==> config.mk <==
export PLATFORM = sky130hd
export DESIGN_NAME = bit_count_unit_flat
export DESIGN_NICKNAME = d
export VERILOG_FILES = /design/src/rtl/bit_count_unit_pkg.sv /design/src/rtl/bit_count_unit_if.sv /design/src/rtl/bit_count_unit_datapath.sv /design/src/rtl/bit_count_unit.sv /design/src/flat_wrapper.sv
export SDC_FILE = /design/constraint.sdc
export NUM_CORES = 1
export LEC_CHECK = 0
export ABC_AREA = 1
export CORE_MARGIN = 2
export CORE_UTILIZATION = 54
export DETAILED_ROUTE_END_ITERATION = 10
export PLACE_DENSITY = 0.8
export SLEW_MARGIN = 20
export SYNTH_ARGS = -nofsm -noshare
export SYNTH_HDL_FRONTEND = slang
export SYNTH_SLANG_ARGS = --single-unit
==> constraint.sdc <==
create_clock -name clk -period 2.6 [get_ports clk]
set_clock_uncertainty 0.15 [all_clocks]
set_input_delay 0.65 -clock clk [delete_from_list [all_inputs] [get_ports clk]]
set_output_delay 0.65 -clock clk [all_outputs]
set_load 0.005 [all_outputs]
==> src/rtl/bit_count_unit_pkg.sv <==
// -----------------------------------------------------------------------------
// bit_count_pkg
// Shared types for the bit-counting unit.
//   mode_t  : operation select captured with the operand
//             (MODE_RSVD behaves exactly like MODE_ONES)
//   state_t : control FSM states
// -----------------------------------------------------------------------------
package bit_count_pkg;

   typedef enum logic [1:0] {
      MODE_ONES  = 2'd0,
      MODE_ZEROS = 2'd1,
      MODE_TZ    = 2'd2,
      MODE_RSVD  = 2'd3
   } mode_t;

   typedef enum logic [1:0] {
      IDLE    = 2'd0,
      COMPUTE = 2'd1,
      DONE    = 2'd2
   } state_t;

endpackage : bit_count_pkg

==> src/rtl/bit_count_unit_if.sv <==
// -----------------------------------------------------------------------------
// bit_count_unit_if
// Host-side handshake bundle of the bit-counting unit.
//   go      : start/restart request (host -> unit)
//   mode    : operation select, captured with the operand (host -> unit)
//   in_data : WIDTH-bit operand (host -> unit)
//   out     : CW-bit result, valid while done is high (unit -> host)
//   done    : unit holds a result (unit -> host)
//   busy    : unit is computing (unit -> host)
// Modports: master = host controller, slave = bit_count_unit.
// -----------------------------------------------------------------------------
interface bit_count_unit_if #(
   parameter int WIDTH = 32
);
   import bit_count_pkg::*;

   localparam int CW = $clog2(WIDTH + 1);

   logic             go;
   mode_t            mode;
   logic [WIDTH-1:0] in_data;
   logic [CW-1:0]    out;
   logic             done;
   logic             busy;

   modport master (
      output go,
      output mode,
      output in_data,
      input  out,
      input  done,
      input  busy
   );

   modport slave (
      input  go,
      input  mode,
      input  in_data,
      output out,
      output done,
      output busy
   );

endinterface : bit_count_unit_if

==> src/rtl/bit_count_unit_datapath.sv <==
// -----------------------------------------------------------------------------
// bit_count_datapath
// Serial shift-right counting datapath.
//   clk, rst_n : clock, asynchronous active-low reset
//   load       : capture in_data/mode, clear count and iteration counter
//   step       : one iteration (shift operand, bump iteration, accumulate)
//   latch      : copy the running count to the result register
//   in_data    : operand
//   mode       : operation select
//   term       : termination condition for the current registers
//   out        : result register
// -----------------------------------------------------------------------------
module bit_count_datapath
   import bit_count_pkg::*;
#(
   parameter  int WIDTH = 32,
   localparam int CW    = $clog2(WIDTH + 1)
) (
   input  logic             clk,
   input  logic             rst_n,
   input  logic             load,
   input  logic             step,
   input  logic             latch,
   input  logic [WIDTH-1:0] in_data,
   input  mode_t            mode,
   output logic             term,
   output logic [CW-1:0]    out
);

   logic [WIDTH-1:0] n_q, n_d;
   logic [CW-1:0]    count_q, count_d;
   logic [CW-1:0]    iter_q, iter_d;
   mode_t            mode_q, mode_d;
   logic [CW-1:0]    out_q, out_d;

   logic             inc;
   logic             iter_full;

   // The iteration counter only ever reaches WIDTH, which bounds both the
   // ZEROS/TZ loops and the count itself, so no overflow handling is needed.
   assign iter_full = (iter_q == CW'(WIDTH));

   always_comb begin
      inc  = n_q[0];
      term = (n_q == '0);
      case (mode_q)
         MODE_ZEROS: begin
            inc  = ~n_q[0];
            term = iter_full;
         end
         MODE_TZ: begin
            inc  = 1'b1;
            term = iter_full | n_q[0];
         end
         default: begin
            // ONES and the reserved encoding share the same behaviour.
            inc  = n_q[0];
            term = (n_q == '0);
         end
      endcase
   end

   always_comb begin
      n_d     = n_q;
      count_d = count_q;
      iter_d  = iter_q;
      mode_d  = mode_q;
      out_d   = out_q;
      if (load) begin
         n_d     = in_data;
         mode_d  = mode;
         count_d = '0;
         iter_d  = '0;
      end else if (step) begin
         n_d     = n_q >> 1;
         iter_d  = iter_q + CW'(1);
         count_d = count_q + CW'(inc);
      end
      if (latch) begin
         out_d = count_q;
      end
   end

   always_ff @(posedge clk or negedge rst_n) begin
      if (!rst_n) begin
         n_q     <= '0;
         count_q <= '0;
         iter_q  <= '0;
         mode_q  <= MODE_ONES;
         out_q   <= '0;
      end else begin
         n_q     <= n_d;
         count_q <= count_d;
         iter_q  <= iter_d;
         mode_q  <= mode_d;
         out_q   <= out_d;
      end
   end

   assign out = out_q;

endmodule : bit_count_datapath

==> src/rtl/bit_count_unit.sv <==
// -----------------------------------------------------------------------------
// bit_count_unit
// Multi-mode bit-counting engine: counts ones, zeros or trailing zeros of a
// WIDTH-bit operand with a serial shift-right datapath.
//   clk   : rising-edge clock
//   rst_n : asynchronous active-low reset; discards any computation in flight
//   bus   : bit_count_unit_if slave (go, mode, in_data -> out, done, busy)
// The interface instance must be built with the same WIDTH as this module.
// -----------------------------------------------------------------------------
module bit_count_unit
   import bit_count_pkg::*;
#(
   parameter int WIDTH = 32
) (
   input  logic             clk,
   input  logic             rst_n,
   bit_count_unit_if.slave  bus
);

   state_t state_q, state_d;
   logic   load;
   logic   step;
   logic   latch;
   logic   term;

   always_comb begin
      state_d = state_q;
      load    = 1'b0;
      step    = 1'b0;
      latch   = 1'b0;
      case (state_q)
         IDLE, DONE: begin
            // DONE accepts go exactly like IDLE, so a host holding go high
            // relaunches immediately and sees one done cycle per result.
            if (bus.go) begin
               load    = 1'b1;
               state_d = COMPUTE;
            end
         end
         COMPUTE: begin
            // go is deliberately ignored here; only reset aborts.
            if (term) begin
               latch   = 1'b1;
               state_d = DONE;
            end else begin
               step = 1'b1;
            end
         end
         default: begin
            state_d = IDLE;
         end
      endcase
   end

   always_ff @(posedge clk or negedge rst_n) begin
      if (!rst_n) begin
         state_q <= IDLE;
      end else begin
         state_q <= state_d;
      end
   end

   // Status flags come straight from the state register so they never
   // depend combinationally on host inputs.
   assign bus.done = (state_q == DONE);
   assign bus.busy = (state_q == COMPUTE);

   bit_count_datapath #(
      .WIDTH (WIDTH)
   ) u_datapath (
      .clk     (clk),
      .rst_n   (rst_n),
      .load    (load),
      .step    (step),
      .latch   (latch),
      .in_data (bus.in_data),
      .mode    (bus.mode),
      .term    (term),
      .out     (bus.out)
   );

endmodule : bit_count_unit

==> src/flat_wrapper.sv <==
// flat-port wrapper written by rule: the top's interface ports become plain ports
module bit_count_unit_flat import bit_count_pkg::*;
#(
   parameter int WIDTH = 32
)
  (clk, rst_n, bus_go, bus_mode, bus_in_data, bus_out, bus_done, bus_busy);
  bit_count_unit_if #(.WIDTH(WIDTH)) bus_i ();
  input  logic clk;
  input  logic rst_n;
  input wire logic [$bits(bus_i.go)-1:0] bus_go;
  input wire logic [$bits(bus_i.mode)-1:0] bus_mode;
  input wire logic [$bits(bus_i.in_data)-1:0] bus_in_data;
  output wire logic [$bits(bus_i.out)-1:0] bus_out;
  output wire logic [$bits(bus_i.done)-1:0] bus_done;
  output wire logic [$bits(bus_i.busy)-1:0] bus_busy;
  assign bus_i.go = bus_go;
  assign bus_i.mode = bus_mode;
  assign bus_i.in_data = bus_in_data;
  assign bus_out = bus_i.out;
  assign bus_done = bus_i.done;
  assign bus_busy = bus_i.busy;
  bit_count_unit #(.WIDTH(WIDTH)) u_core (.clk(clk), .rst_n(rst_n), .bus(bus_i));
endmodule
==> results.cfg <==
[timing]
rsz0062_at_grt = no
fmax_mhz = 451
setup_violations = 0
hold_ws_ps = 193
tightest_slew_ps = 588
slew_headroom_pct = 60.8
setup_tns_ps = 0
finalCritPeriodShare_pct = 85.3
final-hold-violation-count = 0
slew_violations = 0
fin_crit_ps = 2220

[drt]
first_iter_violations = 201
drt-wirelength-per-cell_microns = 11.8
routed_wl_mm = 6.11
drt_pass1_iterations = 4
routed_via_density = 5.16
route.vias.total = 2676
final_antenna_net_count = 0
drc = 0

[yosys]
synth_edf_count = 0
synth_fp_nets = 455
synth-async-reset-ratio_pct = 100
avgSynthCellArea_sq_um = 7.18
synth_area_leaders = dfrtp_1 (46%), nand2_1 (26%), nand3_1 (9.6%)
postSynthCellCount = 412
yosys-top-cells-count = nand2_1 (203), nand3_1 (57), dfrtp_1 (54)
synth_cell_types = 27
synthFlopType = dfrtp_1
syn_area_sq_mm = 0.00296
yosys_warnings = 0
yosys.area.top_type = dfrtp_1
seq_area_frac_synth_pct = 45.7
synth_seq_cells = 54
synth_top_cell_area_share_pct = 45.7
synth.most_common_cell = nand2_1

[die]
core_sq_mm = 0.00520
die-area_sq_mm = 0.00609
die_y_microns = 78.0
die_w_microns = 78.0
start_util_pct = 56.8
io_pins = 45
rows = 26

[clock_network]
clock_path_buffers = 2
clkTransAtPathRegs_ps = 90
tritoncts = built
cts_buffers = 5
clk_latency_ps = 300
cts_hold_buf = 0
htree_levels = 2
cts_setup_buffers = 0
clock-sinks = 54
cts_root_buffer = clkbuf_8
cts-resized-gates = 0

[worst_setup_path]
worstSetupStartpointType = flop
required_ps = 2630
worst_path_max_delay_cell = dfrtp_1
cp-end-kind = flop
worstPathArrival_ps = 2250
crit_top_cell = nand2_1
cp_max_fo = 41
crit_chain = inv_1 -> ha_1 -> nand3_1 -> nor2_1 -> nand2_1 -> nor2_2 -> nand2_2 -> nand3_4 -> nand2_4 -> nand2_1 -> nand2_1
worst-setup-path-type = flop to flop
max_stage_delay_ps = 360

[cells_and_area]
fin_cells = 519
diodes = 0
syn_to_final_growth_pct = 18.7
nets = 493
drive_above_1_share_pct = 5.12
stdcell_area_sq_mm = 0.00351

[power_and_ir_drop]
power.total_mw = 3.64
p_per_area_mw_per_mm2 = 1040
ir_drop_mv = 0.646
p_leak_nw = 1.86

[placement]
numPortBuffers = 44
dpl_cell_area_sq_mm = 0.00343
dp.cells = 513
hpwl_mm = 4.26
gp_congestion = 0.810

[grt]
grt_overflow_total = 0
use_met2_pct = 39.1
first_global_vias = 2523
use_met1_pct = 27.5
grt_max_degree = 44
grt-busiest-layer = met2
grt_pass1_wl_mm = 10.9
antenna_found_initial = 0
grt.total_usage_pct = 21.5
use_met3_pct = 3.68

[run]
maxCapViolCount = 0

[outcome]
status = finished clean

[hold_path]
hold_path_class = input pin to async pin
-- layout by cell type (no fill, tap or decap) --
master / n
inv_2: 2
dfrtp_1: 54
xor2_1: 1
clkdlybuf4s50_1: 43
nand4_1: 4
nor3_1: 1
xnor2_1: 2
o21ai_1: 2
or2_0: 2
o31ai_1: 2
nor2_2: 1
buf_12: 1
nand3_1: 57
buf_2: 1
ha_1: 6
nor2_1: 28
a22oi_1: 1
buf_4: 7
a21oi_1: 3
nand2_2: 3
nand2_1: 202
inv_1: 13
nand3_4: 1
clkbuf_8: 6
o21ai_0: 3
nor3b_1: 2
nand2_4: 1
-- worst max-delay path, delay by kind of cell, from the launching register on --
| kind | cells | cell delay, ps |
|---|---|---|
| simple gates | 9 | 1200 |
| flops | 1 | 360 |
| fa+ha+maj | 1 | 330 |
| buf+inv | 1 | 60 |
-- flip-flops by register name (all words and copies together), names as in the netlist --
name	cells
u_core.u_datapath.count_q	6
u_core.u_datapath.out	6
u_core.u_datapath.mode_q	2
u_core.state_q	2
u_core.u_datapath.iter_q	6
u_core.u_datapath.n_q	32
-- per-layer routing --
metal | up-vias | routed length (microns)
li1 | 1370 | -
met1 | 1242 | 2760
met2 | 60 | 3040
met3 | 4 | 268
met4 | 0 | 39
met5 | - | 0
-- report_power, final --
| part | total (mW) | internal (mW) | switching (mW) | leakage, nW |
|---|---|---|---|---|
| clock | 0.455 | 0.206 | 0.249 | 0.0431 |
| combinational | 1.72 | 0.688 | 1.04 | 1.11 |
| sequential | 1.46 | 1.19 | 0.274 | 0.703 |
-- path summary, 6_finish.rpt --
kind	start	end	slack [ps]	depth (start not counted)
hold reg to reg	u_core.u_datapath.out[4]$_DFFE_PN0P_	u_core.u_datapath.out[4]$_DFFE_PN0P_	330	2
max in group asynchronous	rst_n	u_core.u_datapath.iter_q[2]$_DFFE_PN0P_	1470	2
setup / recovery	u_core.u_datapath.mode_q[0]$_DFFE_PN0P_	u_core.u_datapath.n_q[8]$_DFFE_PN0P_	380	11
hold / removal	rst_n	u_core.u_datapath.out[4]$_DFFE_PN0P_	190	1
min in group clk	u_core.u_datapath.out[4]$_DFFE_PN0P_	u_core.u_datapath.out[4]$_DFFE_PN0P_	330	2
setup reg to reg	u_core.u_datapath.mode_q[0]$_DFFE_PN0P_	u_core.u_datapath.n_q[8]$_DFFE_PN0P_	380	11
-- through the flow --
stage,utilization (%),setup WS (ps)
after floorplan,-,686
after global placement,65.8,386
after detailed placement,65.8,358
after CTS,67.4,372
after global routing,67.4,202
final,67.4,383
-- cell families after synthesis --
group,Yosys count,synth area share (%)
buffers and inverters,36,6.26
AND/OR/NAND/NOR,302,42.5
adder cells (fa/ha/maj),6,2.54
flip-flops,54,45.7
XOR/XNOR,3,0.888
AO/OA/AOI/OAI,11,2.11
-- layout make-up --
class / instances / area (sq um)
clock buffers: 6 / 82.6
fillers: 455 / 1700
inverters: 15 / 56.3
multi-input cells: 322 / 1420
flip-flops and latches: 54 / 1350
well taps: 70 / 87.6
repair buffers: 52 / 508
No activity file was read; power rests on OpenSTA's default activity.
